$ cat src/rtl/pseudo_spi_rx_pkg.sv
// Shared pseudo SPI definitions: default link widths, bit order, and the TX/RX state codes.
package pseudo_spi_rx_pkg;

  localparam int unsigned MemDataWidth    = 8;
  localparam int unsigned MemAddrWidth    = 9;
  localparam int unsigned ReservedDataLen = 8;

  // The link always shifts the least significant bit first.
  localparam bit SpiLsbFirst = 1'b1;

  typedef enum logic [1:0] {
    TxIdle  = 2'd0,
    TxLoad  = 2'd1,
    TxShift = 2'd2,
    TxDone  = 2'd3
  } tx_state_e;

  typedef enum logic [1:0] {
    RxIdle = 2'd0,
    RxRecv = 2'd1,
    RxDone = 2'd2
  } rx_state_e;

endpackage

$ cat src/rtl/pseudo_spi_edge_det.sv
// Registers the pseudo SPI strobes and produces single-cycle rising-edge pulses.
module pseudo_spi_edge_det (
  input  logic clk,
  input  logic rst,
  input  logic sclk1,
  input  logic sclk2,
  input  logic lat,
  output logic sclk1_rise,
  output logic sclk2_rise,
  output logic lat_rise
);

  logic sclk1_q, sclk2_q, lat_q;

  always_ff @(posedge clk) begin
    if (rst) begin
      sclk1_q <= 1'b0;
      sclk2_q <= 1'b0;
      lat_q   <= 1'b0;
    end else begin
      sclk1_q <= sclk1;
      sclk2_q <= sclk2;
      lat_q   <= lat;
    end
  end

  assign sclk1_rise = sclk1 & ~sclk1_q;
  assign sclk2_rise = sclk2 & ~sclk2_q;
  assign lat_rise   = lat & ~lat_q;

endmodule

$ cat src/rtl/pseudo_spi_rx.sv
// Pseudo SPI receive stage: rebuilds bytes from the SCLK1/SCLK2/LAT strobe stream and
// writes DATA_LEN consecutive bytes into the SRAM starting at ADDR_BGN+1.
module pseudo_spi_rx
  import pseudo_spi_rx_pkg::*;
#(
  parameter int unsigned MEMORY_DATA_WIDTH = MemDataWidth,
  parameter int unsigned MEMORY_ADDR_WIDTH = MemAddrWidth,
  parameter int unsigned RESERVED_DATA_LEN = ReservedDataLen
) (
  input  logic                         CLK,
  input  logic                         RST,
  input  logic                         BGN,
  input  logic [MEMORY_ADDR_WIDTH-1:0] ADDR_BGN,
  input  logic [RESERVED_DATA_LEN-1:0] DATA_LEN,
  input  logic                         SCLK1,
  input  logic                         SCLK2,
  input  logic                         LAT,
  input  logic                         SPI_SI,
  output logic                         CEN,
  output logic                         WEN,
  output logic [MEMORY_ADDR_WIDTH-1:0] A,
  output logic [MEMORY_DATA_WIDTH-1:0] D,
  output logic                         FRM_ERR,
  output logic                         spi_is_done
);

  localparam int unsigned BitCntW = $clog2(MEMORY_DATA_WIDTH);
  localparam logic [BitCntW-1:0] LastBit = BitCntW'(MEMORY_DATA_WIDTH - 1);

  rx_state_e                    state;
  logic [MEMORY_DATA_WIDTH-1:0] shreg, shreg_nxt;
  logic [BitCntW-1:0]           bit_cnt;
  logic [RESERVED_DATA_LEN-1:0] byte_cnt, len_q;
  logic [MEMORY_ADDR_WIDTH-1:0] base_q;
  logic                         wr_pend;
  logic                         armed;
  logic                         sclk1_rise, sclk2_rise, lat_rise;
  logic                         sample;

  pseudo_spi_edge_det u_edge_det (
    .clk        (CLK),
    .rst        (RST),
    .sclk1      (SCLK1),
    .sclk2      (SCLK2),
    .lat        (LAT),
    .sclk1_rise (sclk1_rise),
    .sclk2_rise (sclk2_rise),
    .lat_rise   (lat_rise)
  );

  always_comb begin
    if (SpiLsbFirst) begin
      shreg_nxt = {SPI_SI, shreg[MEMORY_DATA_WIDTH-1:1]};
    end else begin
      shreg_nxt = {shreg[MEMORY_DATA_WIDTH-2:0], SPI_SI};
    end
  end

  // A sample needs an SCLK2 edge since the previous sample, or one in the same cycle.
  assign sample = sclk1_rise & (armed | sclk2_rise);

  always_ff @(posedge CLK) begin
    if (RST) begin
      state       <= RxIdle;
      CEN         <= 1'b1;
      WEN         <= 1'b1;
      A           <= '0;
      D           <= '0;
      FRM_ERR     <= 1'b0;
      spi_is_done <= 1'b0;
      shreg       <= '0;
      bit_cnt     <= '0;
      byte_cnt    <= '0;
      len_q       <= '0;
      base_q      <= '0;
      wr_pend     <= 1'b0;
      armed       <= 1'b1;
    end else begin
      CEN <= 1'b1;
      WEN <= 1'b1;
      unique case (state)
        RxIdle: begin
          len_q       <= DATA_LEN;
          base_q      <= ADDR_BGN;
          FRM_ERR     <= 1'b0;
          bit_cnt     <= '0;
          byte_cnt    <= '0;
          wr_pend     <= 1'b0;
          armed       <= 1'b1;
          spi_is_done <= 1'b0;
          if (BGN) begin
            if (DATA_LEN == '0) begin
              state       <= RxDone;
              spi_is_done <= 1'b1;
            end else begin
              state <= RxRecv;
            end
          end
        end

        RxRecv: begin
          if (!BGN) begin
            state   <= RxIdle;
            wr_pend <= 1'b0;
            bit_cnt <= '0;
          end else begin
            // Fire the pending write first so a byte completing this cycle still schedules.
            if (wr_pend) begin
              CEN      <= 1'b0;
              WEN      <= 1'b0;
              A        <= base_q + MEMORY_ADDR_WIDTH'(1) + MEMORY_ADDR_WIDTH'(byte_cnt);
              byte_cnt <= byte_cnt + RESERVED_DATA_LEN'(1);
              wr_pend  <= 1'b0;
            end
            if (sclk2_rise) begin
              armed <= 1'b1;
            end
            if (lat_rise && bit_cnt != '0) begin
              FRM_ERR <= 1'b1;
              bit_cnt <= '0;
            end else if (sample) begin
              armed <= 1'b0;
              shreg <= shreg_nxt;
              if (bit_cnt == LastBit) begin
                bit_cnt <= '0;
                D       <= shreg_nxt;
                wr_pend <= 1'b1;
              end else begin
                bit_cnt <= bit_cnt + BitCntW'(1);
              end
            end
            // CEN low means this is the write cycle; byte_cnt already counts it.
            if (!CEN && byte_cnt == len_q) begin
              state       <= RxDone;
              spi_is_done <= 1'b1;
            end
          end
        end

        RxDone: begin
          spi_is_done <= 1'b1;
          if (!BGN) begin
            state       <= RxIdle;
            spi_is_done <= 1'b0;
          end
        end

        default: begin
          state <= RxIdle;
        end
      endcase
    end
  end

endmodule

$ cat config.mk
export PLATFORM = sky130hd
export DESIGN_NAME = pseudo_spi_rx
export DESIGN_NICKNAME = d
export VERILOG_FILES = /design/src/rtl/pseudo_spi_rx_pkg.sv /design/src/rtl/pseudo_spi_edge_det.sv /design/src/rtl/pseudo_spi_rx.sv
export SDC_FILE = /design/constraint.sdc
export NUM_CORES = 1
export LEC_CHECK = 0
export ABC_AREA = 1
export BUFFER_PORTS_ARGS = -buffer_cell sky130_fd_sc_hd__buf_2
export CORE_MARGIN = 5
export CORE_UTILIZATION = 49
export CTS_CLUSTER_SIZE = 30
export DETAILED_ROUTE_END_ITERATION = 8
export GPL_ROUTABILITY_DRIVEN = 0
export MAX_ROUTING_LAYER = met4
export PLACE_DENSITY = 0.7
export SYNTH_ARGS = -nofsm -noshare
export SYNTH_HDL_FRONTEND = slang
export SYNTH_HIERARCHICAL = 1
export SYNTH_SLANG_ARGS = --single-unit
$ cat constraint.sdc
create_clock -name CLK -period 2.4 [get_ports CLK]
set_input_delay 0.48 -clock CLK [delete_from_list [all_inputs] [get_ports CLK]]
set_output_delay 0.48 -clock CLK [all_outputs]
set_load 0.02 [all_outputs]
* After elaboration in Yosys (flattened, before gate mapping) *
Index checks and enable logic that the tools add are counted.

operators by class
  add/sub/neg operators = 4
  equal/unequal tests = 12
  multiplexer cells = 34
  bitwise logic cells = 11
  reduce and logical (&&, ||, !) cells = 18

operator list
  kind                                           number
  two-way mux 1 bit                              16
  two-way mux 8 bit                              2
  one-hot mux 8 bit (2 select lines)             1
  AND reduction 3 bit                            5
  two-way mux 3 bit                              4
  inequality test 2 bit (second input constant)  6
  two-way mux 2 bit                              5
  adder 9 x 1 -> 9 bit (second input constant)   1
  adder 9 x 8 -> 9 bit                           1
  adder 8 x 1 -> 8 bit (second input constant)   1
  equality test 8 bit                            1
  zero test 8 bit                                1
  inverter 1 bit                                 6
  one-hot mux 1 bit (2 select lines)             3
  one-hot mux 2 bit (3 select lines)             1
  one-hot mux 3 bit (2 select lines)             1
  nonzero test 3 bit                             2
  AND reduction 5 bit                            1
  bitwise AND 1 bit                              4
  inequality test 4 bit (second input constant)  1
  AND reduction 2 bit                            2
  AND reduction 4 bit                            1
  adder 3 x 1 -> 3 bit (second input constant)   1
  equality test 3 bit (second input constant)    1
  other kinds (10)                               11

word-level totals
  bits in registers = 63
  bits of input ports = 24
  output and inout bits = 21

* Logic depth before layout (Yosys ltp) *
Gate-level depths: netlist of the first run.

  word-level depth = 8
  depth in mapped cells = 14

* By module *
Netlist of the first run, hierarchy kept.

modules (own cells, without submodules)
  module               instances  cells an instance  area each (µm²)  seq. area each (µm²)
  pseudo_spi_rx        1          389                2,942.8          1,181.1
  pseudo_spi_edge_det  1          12                 93.8             60.1

* Worst setup path after synthesis of the first run *
OpenSTA, ideal clock, no wires.

  path kind = flip-flop to flip-flop
  start = register byte_cnt[0]
  end = register A[8]
  library setup time = 0.109 ns
  data arrival time = 1.591 ns
  data required time = 2.291 ns
  path slack = 0.700 ns
  stages on the path, launching flop included = 15
  cell sequence = dfxtp_1 -> inv_1 -> ha_1 -> inv_1 -> fa_1 -> nand2_1 -> nand3_1 -> o21ai_0 -> inv_1 -> nand4_1 -> nand2_1 -> nand2_1 -> nand3_1 -> nand2_1 -> inv_1

between the ends
  cells in the longest elaborated chain, start to end = 1

RTL lines
  item                    RTL line              RTL
  start, declared         pseudo_spi_rx.sv:33   logic [RESERVED_DATA_LEN-1:0] byte_cnt, len_q;
  start signal, assigned  pseudo_spi_rx.sv:112  byte_cnt <= byte_cnt + RESERVED_DATA_LEN'(1);
  adder 9 x 8 -> 9 bit    pseudo_spi_rx.sv:111  A <= base_q + MEMORY_ADDR_WIDTH'(1) + MEMORY_ADDR_WIDTH'(byte_cnt);
  end signal, assigned    pseudo_spi_rx.sv:111
  end, declared           pseudo_spi_rx.sv:21   output logic [MEMORY_ADDR_WIDTH-1:0] A,

Every way passes these cells.
A chain may end at the register's enable or synchronous reset.

* Worst setup path in the final report of the first run *
  start = register state[1]
  end = register D[3]

between the ends
  cells in the longest elaborated chain, start to end = 2

RTL lines
  item                                  RTL line              RTL
  start, declared                       pseudo_spi_rx.sv:30   rx_state_e state;
  start signal, assigned                pseudo_spi_rx.sv:64   state <= RxIdle;
  start signal, assigned                pseudo_spi_rx.sv:93   state <= RxDone;
  start signal, assigned                pseudo_spi_rx.sv:96   state <= RxRecv;
  equality test 2 x 1 -> 1 bit          pseudo_spi_rx.sv:81   unique case (state)
  AND reduction 5 bit (no source line)  -
  end signal, assigned                  pseudo_spi_rx.sv:126  D <= shreg_nxt;
  end, declared                         pseudo_spi_rx.sv:22   output logic [MEMORY_DATA_WIDTH-1:0] D,

Every way passes these cells.

==> results of run 1 <==
[metrics by stage]
stage	cell area [µm²]	utilization	setup WS (ps)
2_1_floorplan	3040	-	700
3_3_place_gp	3310	0.553	455
3_5_place_dp	3310	0.553	428
4_1_cts	3490	0.583	449
5_1_grt	3490	0.583	238
6_report	3490	0.583	440
[power by group through the flow]
stage                     combinational (mW)  sequential (mW)  clock [mW]
final                                   1.07             1.27       0.852
after global routing                    1.21             1.29       0.915
after CTS                               1.07             1.27       0.868
after detailed placement                1.05             1.29           0
after global placement                  1.04             1.29           0
after floorplan                        0.813             1.28           0
[state kept, by name, indices dropped and copies added (netlist names)]
| register | flops |
|---|---|
| A | 9 |
| base_q | 9 |
| D | 8 |
| byte_cnt | 8 |
| len_q | 8 |
| shreg | 7 |
| bit_cnt | 3 |
| state | 2 |
| FRM_ERR | 1 |
| WEN | 1 |
| armed | 1 |
| spi_is_done | 1 |
| u_edge_det/lat_q | 1 |
| u_edge_det/sclk1_q | 1 |
| u_edge_det/sclk2_q | 1 |
| wr_pend | 1 |
[kinds of logic after synthesis]
kind of cell | after synthesis | synth area share
flops | 62 | 0.409
simple gates | 142 | 0.222
fa+ha+maj | 16 | 0.0684
xor+xnor | 6 | 0.0173
compound gates | 100 | 0.183
buf+inv | 75 | 0.101
[critical path: stages (launching register included)]
cell and delay [ps]:
dfxtp_1 330, inv_1 80, ha_1 290, nand2_2 140, clkinv_4 110, nand3_2 240, nor2_4 330, inv_1 160
nor2_1 120, nor2_1 60
[final cells by class]
| class | instances | area [µm²] | share of cell area |
|---|---|---|---|
| multi-input cells | 264 | 1490 | 0.427 |
| flip-flops and latches | 62 | 1240 | 0.356 |
| inverters | 63 | 244 | 0.0699 |
| repair buffers | 47 | 243 | 0.0695 |
| clock buffers | 9 | 124 | 0.0355 |
| well taps | 75 | 93.8 | 0.0269 |
| clock inverters | 7 | 55.1 | 0.0158 |
[per-layer routing]
| layer | GRT usage | up-vias | share of wire |
|---|---|---|---|
| met2 | 0.290 | 55 | 0.47 |
| met4 | 0.0948 | 0 | 0.024 |
| met5 | - | - | 0 |
| met1 | 0.212 | 1154 | 0.46 |
| li1 | - | 1393 | - |
| met3 | 0.0410 | 17 | 0.047 |
[final timing paths]
kind                      endpoint  slack [ps]  depth (start not counted)
hold reg to reg           shreg[1]         470                          2
hold / removal    u_edge_det/lat_q         350                          3
setup reg to reg              D[3]         440                          9
setup / recovery              D[3]         440                          9
[placed cells by master, fill, tap and decap left out, types with 3 or more instances in the layout]
master and count:
xor2_1 6, buf_4 3, o21bai_1 5, o21ai_1 3, inv_6 4, dfxtp_1 62, o21ai_0 40, ha_1 15
nor2_1 47, a21oi_1 38, clkbuf_8 9, nand4_1 4, o31ai_1 3, inv_1 59, o21a_1 3, nand3_1 21
buf_2 44, nand2_1 55
==> results.sh, run 1 <==
export IMPL_cts_resized=0
export IMPL_hp_class="input pin to flip-flop"
export IMPL_p_clk_frac=0.267
export IMPL_finalWirelength_mm=6.45
export IMPL_cts_sinks=62
export IMPL_worstSetupStartpoint="state[1]"
export IMPL_drt_iter0_drc=90
export IMPL_power_mw=3.19
export IMPL_synthFlopType="dfxtp_1"
export IMPL_area_growth_pct=15.0
export IMPL_ioPinCount=45
export IMPL_grt_pass1_vias=2557
export IMPL_setup_violations=0
export IMPL_numCtsBuffers=9
export IMPL_timing_setup_tns_ps=0
export IMPL_root_buffer="clkbuf_8"
export IMPL_power_density_mw_per_mm2=913
export IMPL_die_width_um=88.7
export IMPL_synth_area_leaders="dfxtp_1 41%, inv_1 7.3%, nand2_1 6.8%, o21ai_0 6.6%, a21oi_1 6.3%"
export IMPL_die_h_um=88.7
export IMPL_min_period_ps=1960
export IMPL_grt_max_degree=24
export IMPL_row_count=28
export IMPL_synth_top_area_cell="dfxtp_1"
export IMPL_dieArea_mm2=0.00787
export IMPL_vias_per_cell=4.97
export IMPL_crit_required_ps=2640
export IMPL_rsz0062_at_grt="no"
export IMPL_yosysMostFrequentCell="dfxtp_1"
export IMPL_portBuffers=44
export IMPL_hpwl_mm=4.64
export IMPL_slew_limit_headroom=0.587
export IMPL_clkLatencyLatePin_ps=340
export IMPL_coreArea_mm2=0.00599
export IMPL_outcome="finished, final reports clean"
export IMPL_async_flop_share=0
export IMPL_finalCritPeriodShare=0.817
export IMPL_num_vias=2619
export IMPL_combPwrFrac=0.334
export IMPL_p_leak_nw=1.67
export IMPL_post_route_cells_drive_above_1_share=0.181
export IMPL_drtPass1Iterations=4
export IMPL_yosys_top_cells_count="62 x dfxtp_1, 59 x inv_1, 55 x nand2_1"
export IMPL_critPathKind="flip-flop to flip-flop"
export IMPL_critPathCaptureType="flip-flop"
export IMPL_htreeDepth=3
export IMPL_yosysWarnings=6
export IMPL_startpoint_type="flip-flop"
export IMPL_p_int_mw=1.95
export IMPL_ys_types=38
export IMPL_dpl_cell_count=511
export IMPL_fin_nets=487
export IMPL_r2r_start="state[1]"
export IMPL_timing_hold_ws_ps=350
export IMPL_track_usage=0.182
export IMPL_synth_edff_count=0
export IMPL_crit_arrival_ps=2200
export IMPL_grt_first_pass_wirelength_mm=10.9
export IMPL_fill_cells=562
export IMPL_clk_pin_slew_ps=80
export IMPL_num_antenna_cells=0
export IMPL_worst_pin_slew_ps=619
export IMPL_instances_no_fill=527
export IMPL_fmax_mhz=510
export IMPL_synth_fp_nets=441
export IMPL_vdd_ir_drop_max_uv=545
export IMPL_cts_hold_buf=0
export IMPL_antenna_found_initial=0
export IMPL_overflow=0
export IMPL_synthCells=401
export IMPL_finClkSkew_ps=9.58
export IMPL_max_clock_path_buffers=2
export IMPL_p_sw_frac=0.389
export IMPL_avgSynthCellArea_um2=7.57
export IMPL_hold_viol_final=0
export IMPL_hold_path_startpoint="LAT"
export IMPL_wl_per_cell_um=12.2
export IMPL_synth_seq_cells=62
export IMPL_yosysTopAreaCellShare=0.409
export IMPL_syn_cell_area_mm2=0.00304
export IMPL_start_util=0.507
export IMPL_p_seq_frac=0.398
export IMPL_cts_tree="built"
export IMPL_ys_seq_area_frac=0.409
export IMPL_ant_nets=0
export IMPL_maxCapViolCount=0
export IMPL_netSwitchingPower_mw=1.24
export IMPL_crit_fanout=13
export IMPL_slew_viol_final=0
export IMPL_drcViolationCount=0
export IMPL_post_cts_setup_buffers=0
Note: power is estimated with default switching activity, not from simulation.
==> run 2: changes to the inputs <==
- clock period: 2.4 -> 1.9 ns (I/O delays scaled with it)
==> run 2 against run 1 <==
Critical path depth grew 5. Flip-flop and latch count is the same. Utilization grew 1.8 points. First-iteration DRC count grew 26%. Routed wire length grew 1.9%. Clock skew shrank 1.9 ps. Sequential power grew 27%. Setup slack lost 280 ps. Largest power group unchanged.
==> results.sh, run 2 (synthesis gave the netlist of run 1 again) <==
export IMPL_wl_per_cell_um=12.3
export IMPL_top_layer_used="met4"
export IMPL_finalCritPeriodShare=0.916
export IMPL_hold_viol_final=0
export IMPL_path_buf_inv=4
export IMPL_hp_class="input pin to flip-flop"
export IMPL_vias_per_cell=4.98
export IMPL_reg2reg_setup_slack_ps=160
export IMPL_rsz0062_at_grt="no"
export IMPL_maxCapViolCount=0
export IMPL_instances_no_fill=534
export IMPL_clkLatencyLatePin_ps=350
export IMPL_root_buffer="clkbuf_8"
export IMPL_wl_met2_mm=3.18
export IMPL_reg2reg_to="A[8]"
export IMPL_dpl_cell_count=518
export IMPL_post_route_cells_drive_above_1_share=0.198
export IMPL_portBuffers=44
export IMPL_crit_required_ps=2150
export IMPL_worst_pin_slew_ps=437
export IMPL_num_vias=2658
export IMPL_slew_viol_final=0
export IMPL_fin_util=0.601
export IMPL_max_stage_delay_ps=370
export IMPL_grt_max_degree=21
export IMPL_grt_first_pass_wirelength_mm=11.3
export IMPL_wl_met3_um=303
export IMPL_ant_nets=0
export IMPL_drcViolationCount=0
export IMPL_htreeDepth=3
export IMPL_num_antenna_cells=0
export IMPL_cts_hold_buf=0
export IMPL_fmax_mhz=574
export IMPL_grt_pass1_vias=2544
export IMPL_r2r_start="byte_cnt[0]"
export IMPL_area_growth_pct=18.5
export IMPL_min_period_ps=1740
export IMPL_hold_path_startpoint="ADDR_BGN[3]"
export IMPL_crit_family="simple AND/OR/NAND/NOR gates"
export IMPL_worstPathCellList="inv_1 > ha_1 > inv_1 > fa_1 > nand2_1 > nand3_1 > o21ai_2 > inv_1 > nand4_1 > nand2_1 > nand2_1 > nand3_1 > nand2_1 > inv_1"
export IMPL_dpl_cell_area_mm2=0.00336
export IMPL_ioPinCount=45
export IMPL_timing_hold_ws_ps=251
export IMPL_layout_common_cells="62 x dfxtp_1, 59 x inv_1, 55 x nand2_1"
export IMPL_reg_top3="A x9, base_q x9"
export IMPL_antenna_found_initial=0
export IMPL_dieArea_mm2=0.00787
export IMPL_max_clock_path_buffers=2
export IMPL_rr_worst_depth=14
export IMPL_cts_tree="built"
export IMPL_start_util=0.507
export IMPL_die_h_um=88.7
export IMPL_cts_sinks=62
export IMPL_power_density_mw_per_mm2=1200
export IMPL_power_mw=4.32
export IMPL_finalWirelength_mm=6.57
export IMPL_crit_fanout=3
export IMPL_numCtsBuffers=9
export IMPL_hpwl_mm=4.86
export IMPL_fill_cells=560
export IMPL_drt_iter0_drc=113
export IMPL_timing_setup_tns_ps=0
export IMPL_pre_cts_ws_ps=151
export IMPL_post_route_cell_area_mm2=0.00360
export IMPL_cpMaxStageDelayCell="fa_1"
export IMPL_row_count=28
export IMPL_p_leak_nw=1.74
export IMPL_min_path_cells=3
export IMPL_postLayoutSetupSlackWorst_ps=159
export IMPL_crit_arrival_ps=1990
export IMPL_vdd_ir_drop_max_uv=824
export IMPL_final_common_cell="dfxtp_1"
export IMPL_die_width_um=88.7
export IMPL_hold_path_end="base_q[3]"
export IMPL_drt_met1_wl_mm=3.00
export IMPL_fin_nets=494
export IMPL_outcome="finished, final reports clean"
export IMPL_drtPass1Iterations=4
export IMPL_critPathKind="flip-flop to flip-flop"
export IMPL_startpoint_type="flip-flop"
export IMPL_clk_pin_slew_ps=80
export IMPL_overflow=0
export IMPL_track_usage=0.189
export IMPL_finClkSkew_ps=7.68
export IMPL_critPathCaptureType="flip-flop"
export IMPL_setup_violations=0
export IMPL_slew_limit_headroom=0.706
export IMPL_coreArea_mm2=0.00599
## run 2: power by group
| part | internal [mW] | switching [mW] |
|---|---|---|
| Sequential | 1.49 | 0.120 |
| Combinational | 0.487 | 0.871 |
| Clock | 0.759 | 0.591 |
## run 2: timing repair
| action | CTS | global route |
|---|---|---|
| setup buffers | 0 | 0 |
| setup endpoints to repair | 0 | 9 |
| resized for setup | 0 | 3 |
## run 2: worst reg2reg max path, delay by kind of cell (launching register included)
kind                     cells  cell delay [ps]
buffers and inverters        4              200
AND/OR/NAND/NOR              7              530
adder cells (fa/ha/maj)      2              500
AO/OA/AOI/OAI                1              100
flip-flops                   1              320
## run 2: metal layers
metal | GRT usage | up-vias
li1 | - | 1405
met1 | 0.239 | 1192
met2 | 0.298 | 51
met3 | 0.0419 | 10
met4 | 0.0632 | 0
met5 | - | -
## run 2: layout make-up
cell class / instances / area, µm² / share of cell area
clock buffers: 9 / 124 / 0.0344
clock inverters: 7 / 104 / 0.0289
inverters: 63 / 244 / 0.0678
multi-input cells: 264 / 1500 / 0.416
flip-flops and latches: 62 / 1240 / 0.345
well taps: 75 / 93.8 / 0.0261
repair buffers: 54 / 295 / 0.0821
## run 2: worst max path at each step
| stage | to | depth (start not counted) | startpoint | slack, ps |
|---|---|---|---|---|
| 3_3_place_gp | A[8] | 14 | byte_cnt[0] | 180 |
| 3_5_place_dp | A[8] | 14 | base_q[0] | 150 |
| 5_1_grt | A[8] | 14 | base_q[0] | 5 |
| 6_report | A[8] | 14 | byte_cnt[0] | 160 |
| 4_1_cts | A[8] | 14 | byte_cnt[0] | 130 |
| 2_1_floorplan | A[8] | 14 | byte_cnt[0] | 200 |
